<file path="src/rtl/mult_seq.sv">
// Iterative 32x32 shift-add multiplier (MULT/MULTU into HI/LO) sharing a single fa_32 adder.
// Define MULT_SIGNED_EN to compile in signed MULT support (abs/negate states, 37-cycle latency).

module fa_32 (
  input  logic [31:0] i_a,
  input  logic [31:0] i_b,
  input  logic        i_cin,
  output logic [31:0] o_sum,
  output logic        o_cout
);

  logic w_c;

  always_comb begin
    w_c   = i_cin;
    o_sum = '0;
    for (int i = 0; i < 32; i++) begin
      o_sum[i] = i_a[i] ^ i_b[i] ^ w_c;
      w_c      = (i_a[i] & i_b[i]) | (w_c & (i_a[i] ^ i_b[i]));
    end
    o_cout = w_c;
  end

endmodule

module mult_seq (
  input  logic        i_clk,
  input  logic        i_rst_n,
  input  logic        i_start,
  input  logic        i_is_signed,
  input  logic [31:0] i_a,
  input  logic [31:0] i_b,
  output logic        o_busy,
  output logic        o_done,
  output logic [31:0] o_hi,
  output logic [31:0] o_lo
);

  typedef enum logic [2:0] {
    S_IDLE   = 3'd0,
`ifdef MULT_SIGNED_EN
    S_ABS_A  = 3'd1,
    S_ABS_B  = 3'd2,
    S_NEG_LO = 3'd4,
    S_NEG_HI = 3'd5,
`endif
    S_RUN    = 3'd3,
    S_DONE   = 3'd6
  } state_t;

  state_t      r_state;
  state_t      w_nextState;
  logic [31:0] r_mcand;
  logic [31:0] r_acc;
  logic [31:0] r_mplr;
  logic [4:0]  r_cnt;
  logic [31:0] r_hi;
  logic [31:0] r_lo;

  logic [31:0] w_addA;
  logic [31:0] w_addB;
  logic        w_cin;
  logic [31:0] w_sum;
  logic        w_cout;

`ifdef MULT_SIGNED_EN
  logic r_sgn;
  logic r_neg;
  logic r_csave;
  logic w_absA;
  logic w_absB;

  // ABS states run before mcand/mplr change, so bit 31 still holds the operand sign.
  assign w_absA = r_sgn & r_mcand[31];
  assign w_absB = r_sgn & r_mplr[31];
`endif

  fa_32 u_fa (
    .i_a   (w_addA),
    .i_b   (w_addB),
    .i_cin (w_cin),
    .o_sum (w_sum),
    .o_cout(w_cout)
  );

  always_comb begin
    w_addA = r_acc;
    w_addB = '0;
    w_cin  = 1'b0;
    case (r_state)
`ifdef MULT_SIGNED_EN
      S_ABS_A: begin
        w_addA = w_absA ? ~r_mcand : r_mcand;
        w_cin  = w_absA;
      end
      S_ABS_B: begin
        w_addA = w_absB ? ~r_mplr : r_mplr;
        w_cin  = w_absB;
      end
      S_NEG_LO: begin
        w_addA = r_neg ? ~r_mplr : r_mplr;
        w_cin  = r_neg;
      end
      S_NEG_HI: begin
        w_addA = r_neg ? ~r_acc : r_acc;
        w_cin  = r_neg & r_csave;
      end
`endif
      S_RUN: begin
        w_addA = r_acc;
        w_addB = r_mplr[0] ? r_mcand : '0;
      end
      default: ;
    endcase
  end

  always_comb begin
    w_nextState = r_state;
    case (r_state)
      S_IDLE: begin
        if (i_start) begin
`ifdef MULT_SIGNED_EN
          w_nextState = S_ABS_A;
`else
          w_nextState = S_RUN;
`endif
        end
      end
`ifdef MULT_SIGNED_EN
      S_ABS_A:  w_nextState = S_ABS_B;
      S_ABS_B:  w_nextState = S_RUN;
      S_NEG_LO: w_nextState = S_NEG_HI;
      S_NEG_HI: w_nextState = S_DONE;
`endif
      S_RUN: begin
        if (r_cnt == 5'd31) begin
`ifdef MULT_SIGNED_EN
          w_nextState = S_NEG_LO;
`else
          w_nextState = S_DONE;
`endif
        end
      end
      S_DONE:  w_nextState = S_IDLE;
      default: w_nextState = S_IDLE;
    endcase
  end

  always_ff @(posedge i_clk or negedge i_rst_n) begin
    if (!i_rst_n) begin
      r_state <= S_IDLE;
    end else begin
      r_state <= w_nextState;
    end
  end

  // The product is assembled in place: acc is HI, mplr is LO and shifts right each RUN cycle.
  always_ff @(posedge i_clk or negedge i_rst_n) begin
    if (!i_rst_n) begin
      r_mcand <= '0;
      r_acc   <= '0;
      r_mplr  <= '0;
      r_cnt   <= '0;
      r_hi    <= '0;
      r_lo    <= '0;
`ifdef MULT_SIGNED_EN
      r_sgn   <= 1'b0;
      r_neg   <= 1'b0;
      r_csave <= 1'b0;
`endif
    end else begin
      case (r_state)
        S_IDLE: begin
          if (i_start) begin
            r_mcand <= i_a;
            r_mplr  <= i_b;
            r_acc   <= '0;
            r_cnt   <= '0;
`ifdef MULT_SIGNED_EN
            r_sgn   <= i_is_signed;
`endif
          end
        end
`ifdef MULT_SIGNED_EN
        S_ABS_A: begin
          r_mcand <= w_sum;
          r_neg   <= r_sgn & (r_mcand[31] ^ r_mplr[31]);
        end
        S_ABS_B: r_mplr <= w_sum;
        S_NEG_LO: begin
          r_mplr  <= w_sum;
          r_csave <= r_neg & w_cout;
        end
        S_NEG_HI: r_acc <= w_sum;
`endif
        S_RUN: begin
          r_acc  <= {w_cout, w_sum[31:1]};
          r_mplr <= {w_sum[0], r_mplr[31:1]};
          r_cnt  <= r_cnt + 5'd1;
        end
        S_DONE: begin
          r_hi <= r_acc;
          r_lo <= r_mplr;
        end
        default: ;
      endcase
    end
  end

  assign o_busy = (r_state != S_IDLE);
  assign o_done = (r_state == S_DONE);
  assign o_hi   = o_done ? r_acc  : r_hi;
  assign o_lo   = o_done ? r_mplr : r_lo;

endmodule
</file>
<file path="config.mk">
export PLATFORM = sky130hd
export DESIGN_NAME = mult_seq
export DESIGN_NICKNAME = d
export VERILOG_FILES = /design/src/rtl/mult_seq.sv
export SDC_FILE = /design/constraint.sdc
export NUM_CORES = 1
export LEC_CHECK = 0
export BUFFER_PORTS_ARGS = -buffer_cell sky130_fd_sc_hd__buf_2
export CAP_MARGIN = 20
export CORE_MARGIN = 2
export CORE_UTILIZATION = 50
export DETAILED_ROUTE_END_ITERATION = 8
export GPL_TIMING_DRIVEN = 0
export PLACE_DENSITY_LB_ADDON = 0.1
export SYNTH_ARGS = -nofsm -noshare
export SYNTH_HDL_FRONTEND = slang
export SYNTH_SLANG_ARGS = --single-unit
</file>
<file path="constraint.sdc">
create_clock -name i_clk -period 14.35 [get_ports i_clk]
set_input_delay 2.87 -clock i_clk [delete_from_list [all_inputs] [get_ports i_clk]]
set_output_delay 2.87 -clock i_clk [all_outputs]
set_load 0.005 [all_outputs]
</file>
# After elaboration in Yosys (flattened, before gate mapping)
# Index checks and enable logic that the tools add are counted.
# totals
reg_bits	168
inputBits	68
# op_classes
add_sub_neg	1
n_eq_ne	5
muxes	13
n_bitwise	157
n_reduce_logical	6
# op_table
operator	n
$mux 32	6
$pmux 32 s2	2
$and 1x1->1	63
$xor 1x1->1	63
$or 1x1->1	31
$pmux 5 s2	1
$mux 3	2
$pmux 3 s2	1
$reduce_and 2->1	3
$add 5x1->5 const B	1
$eq 5x5->1 const B	1
$mux 5	1
$ne 2x2->1 const B	2
$eq 3x2->1 const B	1
$eq 3x3->1 const B	1
$logic_not 3->1	1
$reduce_bool 3->1	1
$reduce_bool 2->1	1

# Depth between registers and ports, before layout
# Gate-level depths: netlist of the first run.
# depth
depth_word	66
mapped_depth	40

# Cells and area by module
# A second synthesis of the first run with hierarchy kept.
# unflattened
hier_cells	600
area_unflattened_um2	7385.8
# modules_own_cells
mod	n_inst	cells_per_inst	area_each_um2
mult_seq	1	558	6707.7
fa_32	1	42	678.2

# Worst setup path after synthesis of the first run
# OpenSTA, ideal clock, no wires.
# synth_path
path_kind	register to register
startpoint	reg r_state[2]
endpoint	reg r_acc[30]
setup_time_ps	132
arrival_time_ps	14293
required_ps	14218
setup_slack_ps	-75
path_stages_with_launch	41
path_cell_list	dfrtp_1 and3b_1 buf_2 buf_2 and3_1 ha_1 inv_1 fa_1 fa_1 fa_1 fa_1 fa_1 fa_1 fa_1 fa_1 fa_1 fa_1 fa_1 [5 not listed] fa_1 fa_1 fa_1 fa_1 fa_1 fa_1 fa_1 fa_1 fa_1 fa_1 fa_1 fa_1 fa_1 inv_1 fa_1 inv_1 fa_1 o2bb2ai_1
# synth_via
elab_chain_len	65
word_cells_on_any_way	130
cone_classes	eq/ne (2); mux (2); bitwise (123); reduce/logical (3)
# synth_rtl
element	line	source
start: declaration	51	state_t r_state;
start signal: assignment	153	r_state <= w_nextState;
$eq 3x2->1	90, 172	
$mux 32	90	case (r_state)
$and 1x1->1 or $xor 1x1->1 (tied branches)	19	w_c = (i_a[i] & i_b[i]) | (w_c & (i_a[i] ^ i_b[i]));
$and 1x1->1	19	
$or 1x1->1	19	
$and 1x1->1	19	
$or 1x1->1	19	
$and 1x1->1	19	
[49 not listed]	--	
$and 1x1->1	19	
$or 1x1->1	19	
$and 1x1->1	19	
$or 1x1->1	19	
$and 1x1->1	19	
$or 1x1->1	19	
$xor 1x1->1	18	o_sum[i] = i_a[i] ^ i_b[i] ^ w_c;
$pmux 32 s2	172	case (r_state)
end signal: assignment	197	r_acc <= {w_cout, w_sum[31:1]};
end: declaration	54	logic [31:0] r_acc;
# Several ways; a longest one is shown, not always the timed one.
# A chain may end at the register's enable or synchronous reset.

# Worst setup path in the final report of the first run
# Ends and elaborated chain as after synthesis.

==> results.sh, run 1 <==
export IMPL_required_ps=14650
export IMPL_timing_hold_ws_ps=480
export IMPL_area_growth_syn_to_layout_pct=20.7
export IMPL_placed_area_sq_um=8290
export IMPL_ys_warn_count=0
export IMPL_p_comb_share_pct=24.2
export IMPL_startpoint="r_state[2]"
export IMPL_slowest_delay_ps=510
export IMPL_worstMarginPinSlew_ps=611
export IMPL_p_leak_nw=4.09
export IMPL_start_kind="flop"
export IMPL_ff2ff_path_depth=40
export IMPL_synth_seq_cells=168
export IMPL_via_per_inst=5.19
export IMPL_report_final_slew_viol_count=0
export IMPL_p_int_w=0.000956
export IMPL_routedWlPerCell_um=16.6
export IMPL_vdd_drop_max_uv=99.1
export IMPL_syn_num_nets=680
export IMPL_use_met1_pct=30.5
export IMPL_relSlewSlack_pct=59.3
export IMPL_die_h_um=125
export IMPL_outcome="completed"
export IMPL_layout_min_cycle_time_ps=13840
export IMPL_grt_overflow_total=0
export IMPL_syn_instance_count=578
export IMPL_synth_cell_type_count=26
export IMPL_max_freq_mhz=72.3
export IMPL_hold_class="reg2reg"
export IMPL_clockPowerShare_pct=28.9
export IMPL_crit_arrival_ps=14140
export IMPL_drive_gt1_share_pct=27.5
export IMPL_fin_tns_setup_ps=0
export IMPL_clockBufferDepth=2
export IMPL_drt_pass1_iter_count=6
export IMPL_drt_iter0_markers=309
export IMPL_final_antenna_net_count=0
export IMPL_power_density_nw_per_um2=156
export IMPL_cts_htree_levels=4
export IMPL_clk_latency_ps=420
export IMPL_switchingPower_w=0.000431
export IMPL_setup_reg_to_reg_worst_slack_ps=510
export IMPL_numClockSinks=168
export IMPL_antenna_cells=0
export IMPL_utilization_pct=61.3
export IMPL_seqPwrFrac_pct=46.9
export IMPL_die_w_um=125
export IMPL_grt_pass1_vias=5132
export IMPL_fin_area_sq_um=8880
export IMPL_dieArea_sq_um=15700
export IMPL_grt_pass1_wl_um=26400
export IMPL_grt_antenna_before_repair=0
export IMPL_cp_num_cells=40
export IMPL_clk_pin_slew_ps=60
export IMPL_pin_count=134
export IMPL_critical_path_class="reg2reg"
export IMPL_gp_congestion=0.789
export IMPL_hold_violations=0
export IMPL_vias=4822
export IMPL_grtUsageTotal_pct=21.3
export IMPL_syn_cell_area_sq_um=7360
export IMPL_grt_max_degree=123
export IMPL_rows=44
export IMPL_crit_path_end_kind="flop"
export IMPL_fin_nets=835
export IMPL_fin_skew_ps=12.9
export IMPL_endpoint="r_acc[30]"
export IMPL_power_share_switching_pct=31.1
export IMPL_critPathSlowestCell="fa_1"
export IMPL_core_sq_um=14500
export IMPL_layout_commonest_cell="dfrtp_1"
export IMPL_cts_tree="built"
export IMPL_finalSetupViolCount=0
export IMPL_drc=0
export IMPL_synth_avg_cell_area_sq_um=12.7
export IMPL_cpMostUsedCell="fa_2"
export IMPL_maxCapViolCount=0
export IMPL_final_cell_mix="dfrtp_1, buf_2, nand2_1"
export IMPL_min_period_over_period_pct=96.4
export IMPL_drt_wl_total_um=15400
export IMPL_critical_path_top_delay_family="adder cells"
export IMPL_grt_busiest_layer="met2"
export IMPL_start_util_pct=50.8
export IMPL_critPathMaxFanout=10
export IMPL_reg2reg_to="r_acc[30]"
export IMPL_use_met2_pct=33.4
export IMPL_r2r_start="r_state[2]"
export IMPL_io_buffers=132
export IMPL_dpl_hpwl_um=10600
export IMPL_yosysSeqAreaShare_pct=57.1
export IMPL_met3_usage_pct=5.13
export IMPL_cts_buffers=17
export IMPL_critical_path_buf_inv_count=5
export IMPL_root_buffer="clkbuf_16"
-- power groups by stage --
stage,clock network (W),logic (W),registers [W]
6_report,0.000401,0.000335,0.000650
5_1_grt,0.000435,0.000378,0.000663
4_1_cts,0.000411,0.000340,0.000650
3_5_place_dp,0,0.000329,0.000660
3_3_place_gp,0,0.000317,0.000656
2_1_floorplan,0,0.000245,0.000637
-- per-layer routing --
layer,up-vias,wire length [um]
li1,2257,-
met1,2448,7280
met2,104,7390
met3,13,556
met4,0,174
met5,-,0
-- stage by stage --
step / cells / total power, W / setup slack (ps)
global route: 929 / 0.00148 / -2.06
CTS: 929 / 0.00140 / 42.0
finish: 929 / 0.00139 / 511
global placement: 894 / 0.000973 / -660
floorplan: 578 / 0.000882 / 2.80
detailed placement: 895 / 0.000989 / -727
-- cell families (layout without fill, tap and decap cells) --
| kind of cell | after synthesis | count (layout) | share of synthesized area [%] |
|---|---|---|---|
| AOI/OAI and AO/OA | 98 | 98 | 8.45 |
| xor gates and xnor gates | 1 | 1 | 0.119 |
| adders and majority gates | 34 | 34 | 8.94 |
| buffers and inverters | 70 | 237 | 4.30 |
| DFF | 168 | 168 | 57.1 |
| muxes | 101 | 101 | 14.9 |
| and+or+nand+nor | 106 | 106 | 6.16 |
-- worst min path at each step --
| stage | from | to | slack [ps] | cells after the start |
|---|---|---|---|---|
| 2_1_floorplan | r_mcand[0] | r_mcand[0] | 450 | 1 |
| 3_3_place_gp | r_mcand[0] | r_mcand[0] | 470 | 1 |
| 3_5_place_dp | r_mcand[0] | r_mcand[0] | 470 | 1 |
| 4_1_cts | r_mcand[0] | r_mcand[0] | 480 | 1 |
| 5_1_grt | r_acc[8] | r_acc[8] | 500 | 1 |
| 6_report | r_mcand[0] | r_mcand[0] | 480 | 1 |
-- synthesized netlist by cell type, drive strengths merged --
master | number | area share (%)
inv | 36 | 1.8
nor2 | 1 | 0.15
mux2i | 33 | 4.5
fa | 31 | 8.4
xnor2 | 1 | 0.12
ha | 3 | 0.51
and3 | 3 | 0.26
o21ai | 63 | 4.3
nor4b | 1 | 0.32
nand3b | 2 | 0.20
nand2 | 94 | 4.8
buf | 24 | 2.0
clkbuf | 10 | 0.51
and2 | 2 | 0.17
and3b | 1 | 0.12
mux2 | 68 | 10
a22o | 4 | 0.48
dfrtp | 168 | 57
nand3 | 1 | 0.068
o2bb2ai | 31 | 3.7
nor3 | 1 | 0.068
-- what timing repair did --
action | CTS | global route
endpoints found under the setup margin | 4 | 3
gates resized for setup | 14 | 9
buffers inserted | 3 | 0
hold buffers | 0 | 0
-- flip-flops by register name, summed over array words and instances (netlist names) --
name and flops:
r_mplr 32, r_lo 32, r_acc 32, r_hi 32, r_state 3, r_cnt 5, r_mcand 32
-- final cells by class --
type	count	area (sq um)
inverter	36	135
clock inverter	9	53.8
buffer	34	200
fill	1189	5600
sequential	168	4200
timing repair buffer	136	721
tap	184	230
multi-input combinational	340	2880
clock buffer	22	454
(Power assumes the default switching activity.)
==> run 2: changes to the inputs <==
--- a/config.mk
+++ b/config.mk
@@ -11,7 +11,9 @@
 export CORE_UTILIZATION = 50
 export DETAILED_ROUTE_END_ITERATION = 8
 export GPL_TIMING_DRIVEN = 0
-export PLACE_DENSITY_LB_ADDON = 0.1
+export PLACE_DENSITY = 0.82
+export RECOVER_POWER = 50
 export SYNTH_ARGS = -nofsm -noshare
 export SYNTH_HDL_FRONTEND = slang
 export SYNTH_SLANG_ARGS = --single-unit
+export TNS_END_PERCENT = 100
==> run 2 against run 1 <==
The flow now finishes with violations (capacitance limit, slew limit). Sequential power up 0.6%. Total power increased by 5.1%. Clock skew decreased by 1.0 ps. Final cell count up 0.11%. Sequential share of layout area shrank 0.16 points. Global-route usage grew 0.23 points. First-iteration DRC count is 11% lower. Critical path type unchanged. Critical endpoint unchanged.
==> results.sh, run 2 (synthesized netlist as in run 1, its figures left out) <==
export IMPL_outcome="finished with violations"
export IMPL_violations="capacitance limit, slew limit"
export IMPL_worstMarginPinSlew_ps=4920
export IMPL_ff2ff_path_depth=40
export IMPL_dieArea_sq_um=15700
export IMPL_grt_pass1_wl_um=26800
export IMPL_cpMostUsedCell="fa_2"
export IMPL_layout_min_cycle_time_ps=13870
export IMPL_pin_count=134
export IMPL_vdd_drop_max_uv=91.5
export IMPL_report_final_slew_viol_count=171
export IMPL_min_period_over_period_pct=96.6
export IMPL_die_h_um=125
export IMPL_start_kind="flop"
export IMPL_grt_antenna_before_repair=0
export IMPL_clk_latency_ps=430
export IMPL_clockBufferDepth=2
export IMPL_critical_path_class="reg2reg"
export IMPL_dpl_hpwl_um=11300
export IMPL_area_growth_syn_to_layout_pct=21.2
export IMPL_power_density_nw_per_um2=163
export IMPL_crit_arrival_ps=14160
export IMPL_cts_buffers=17
export IMPL_rsz0062_at_grt="no"
export IMPL_required_ps=14640
export IMPL_grt_pass1_vias=5390
export IMPL_via_per_inst=5.37
export IMPL_die_w_um=125
export IMPL_utilization_pct=61.6
export IMPL_drt_iter0_markers=276
export IMPL_startpoint="r_state[2]"
export IMPL_cts_htree_levels=4
export IMPL_rows=44
export IMPL_gp_congestion=0.798
export IMPL_vias=4993
export IMPL_maxCapViolCount=2
export IMPL_layout_commonest_cell="dfrtp_1"
export IMPL_fin_tns_setup_ps=0
export IMPL_start_util_pct=50.8
export IMPL_hold_class="reg2reg"
export IMPL_r2r_start="r_state[2]"
export IMPL_antenna_cells=0
export IMPL_numClockSinks=168
export IMPL_cts_tree="built"
export IMPL_critPathSlowestCell="fa_1"
export IMPL_p_leak_nw=4.10
export IMPL_finalSetupViolCount=0
export IMPL_drt_wl_total_um=16200
export IMPL_final_antenna_net_count=0
export IMPL_fin_skew_ps=11.9
export IMPL_grt_max_degree=95
export IMPL_n_fill_cell=1101
export IMPL_io_buffers=132
export IMPL_root_buffer="clkbuf_16"
export IMPL_routedWlPerCell_um=17.4
export IMPL_max_freq_mhz=72.1
export IMPL_reg2reg_to="r_acc[30]"
export IMPL_grtUsageTotal_pct=21.6
export IMPL_drive_gt1_share_pct=26.7
export IMPL_hold_violations=0
export IMPL_postCtsHoldBufs=0
export IMPL_core_sq_um=14500
export IMPL_hold_path_startpoint="r_mcand[0]"
export IMPL_slowest_delay_ps=510
export IMPL_setup_reg_to_reg_worst_slack_ps=480
export IMPL_drc=0
export IMPL_grt_overflow_total=0
export IMPL_endpoint="r_acc[30]"
export IMPL_critPathMaxFanout=10
export IMPL_drt_pass1_iter_count=4
export IMPL_clk_pin_slew_ps=60
export IMPL_crit_path_end_kind="flop"
export IMPL_final_cell_mix="dfrtp_1, buf_2, nand2_1"
export IMPL_fin_nets=835
export IMPL_relSlewSlack_pct=-228
==> run 2: cell count changes in the layout (fill, tap and decap cells not counted), sizes merged <==
cell	change
buf	-11
bufinv	+3
clkbuf	+8
clkinv	-3
clkinvlp	+2
inv	+2
==> run 2: worst min-delay path by stage <==
| stage | endpoint | cells after the start | slack, ps |
|---|---|---|---|
| after floorplan | r_mcand[0] | 1 | 450 |
| after global placement | r_mcand[0] | 1 | 460 |
| after detailed placement | r_mcand[0] | 1 | 470 |
| after CTS | r_mcand[0] | 1 | 480 |
| after global routing | r_mcand[3] | 1 | 500 |
| final | r_mcand[0] | 1 | 480 |
==> run 2: power by group <==
part | internal, W | switching, W
logic | 0.000143 | 0.000187
clock network | 0.000281 | 0.000193
registers | 0.000584 | 0.0000701
==> run 2: critical path: cells and delay by family, from the launching register on <==
kind	cells	cell delay, ps
buf+inv	5	500
simple gates	2	420
compound gates	1	60
fa+ha+maj	32	12390
flops	1	370
==> run 2: layout make-up <==
cell class	count	area, sq um	area share (%)
sequential	168	4210	47.2
multi-input combinational	340	2860	32.1
timing repair buffer	136	682	7.65
clock buffer	19	443	4.97
tap	184	230	2.58
buffer	34	186	2.09
clock inverter	13	171	1.92
inverter	36	135	1.52
==> run 2: timing repair <==
action / in CTS / in global routing
buffers inserted: 3 / 0
gates resized for setup: 15 / 7
endpoints found under the setup margin: 4 / 3
==> run 2: stage by stage <==
| stage | total power (W) | instances | instance area [sq um] | setup slack [ps] | hold slack [ps] |
|---|---|---|---|---|---|
| after floorplan | 0.000882 | 578 | 7360 | 2.80 | 450 |
| after global placement | 0.000968 | 894 | 8250 | -568 | 463 |
| after detailed placement | 0.000992 | 895 | 8290 | -733 | 470 |
| after CTS | 0.00148 | 930 | 8960 | 14.9 | 484 |
| after global routing | 0.00154 | 930 | 8910 | 30.7 | 501 |
| final | 0.00146 | 930 | 8910 | 481 | 481 |
==> run 2: routing by layer <==
metal | global-route usage, % | wire length (um)
met5 | 0 | 0
met4 | 7.65 | 331
met3 | 4.96 | 580
met2 | 35.4 | 8150
met1 | 28.5 | 7100
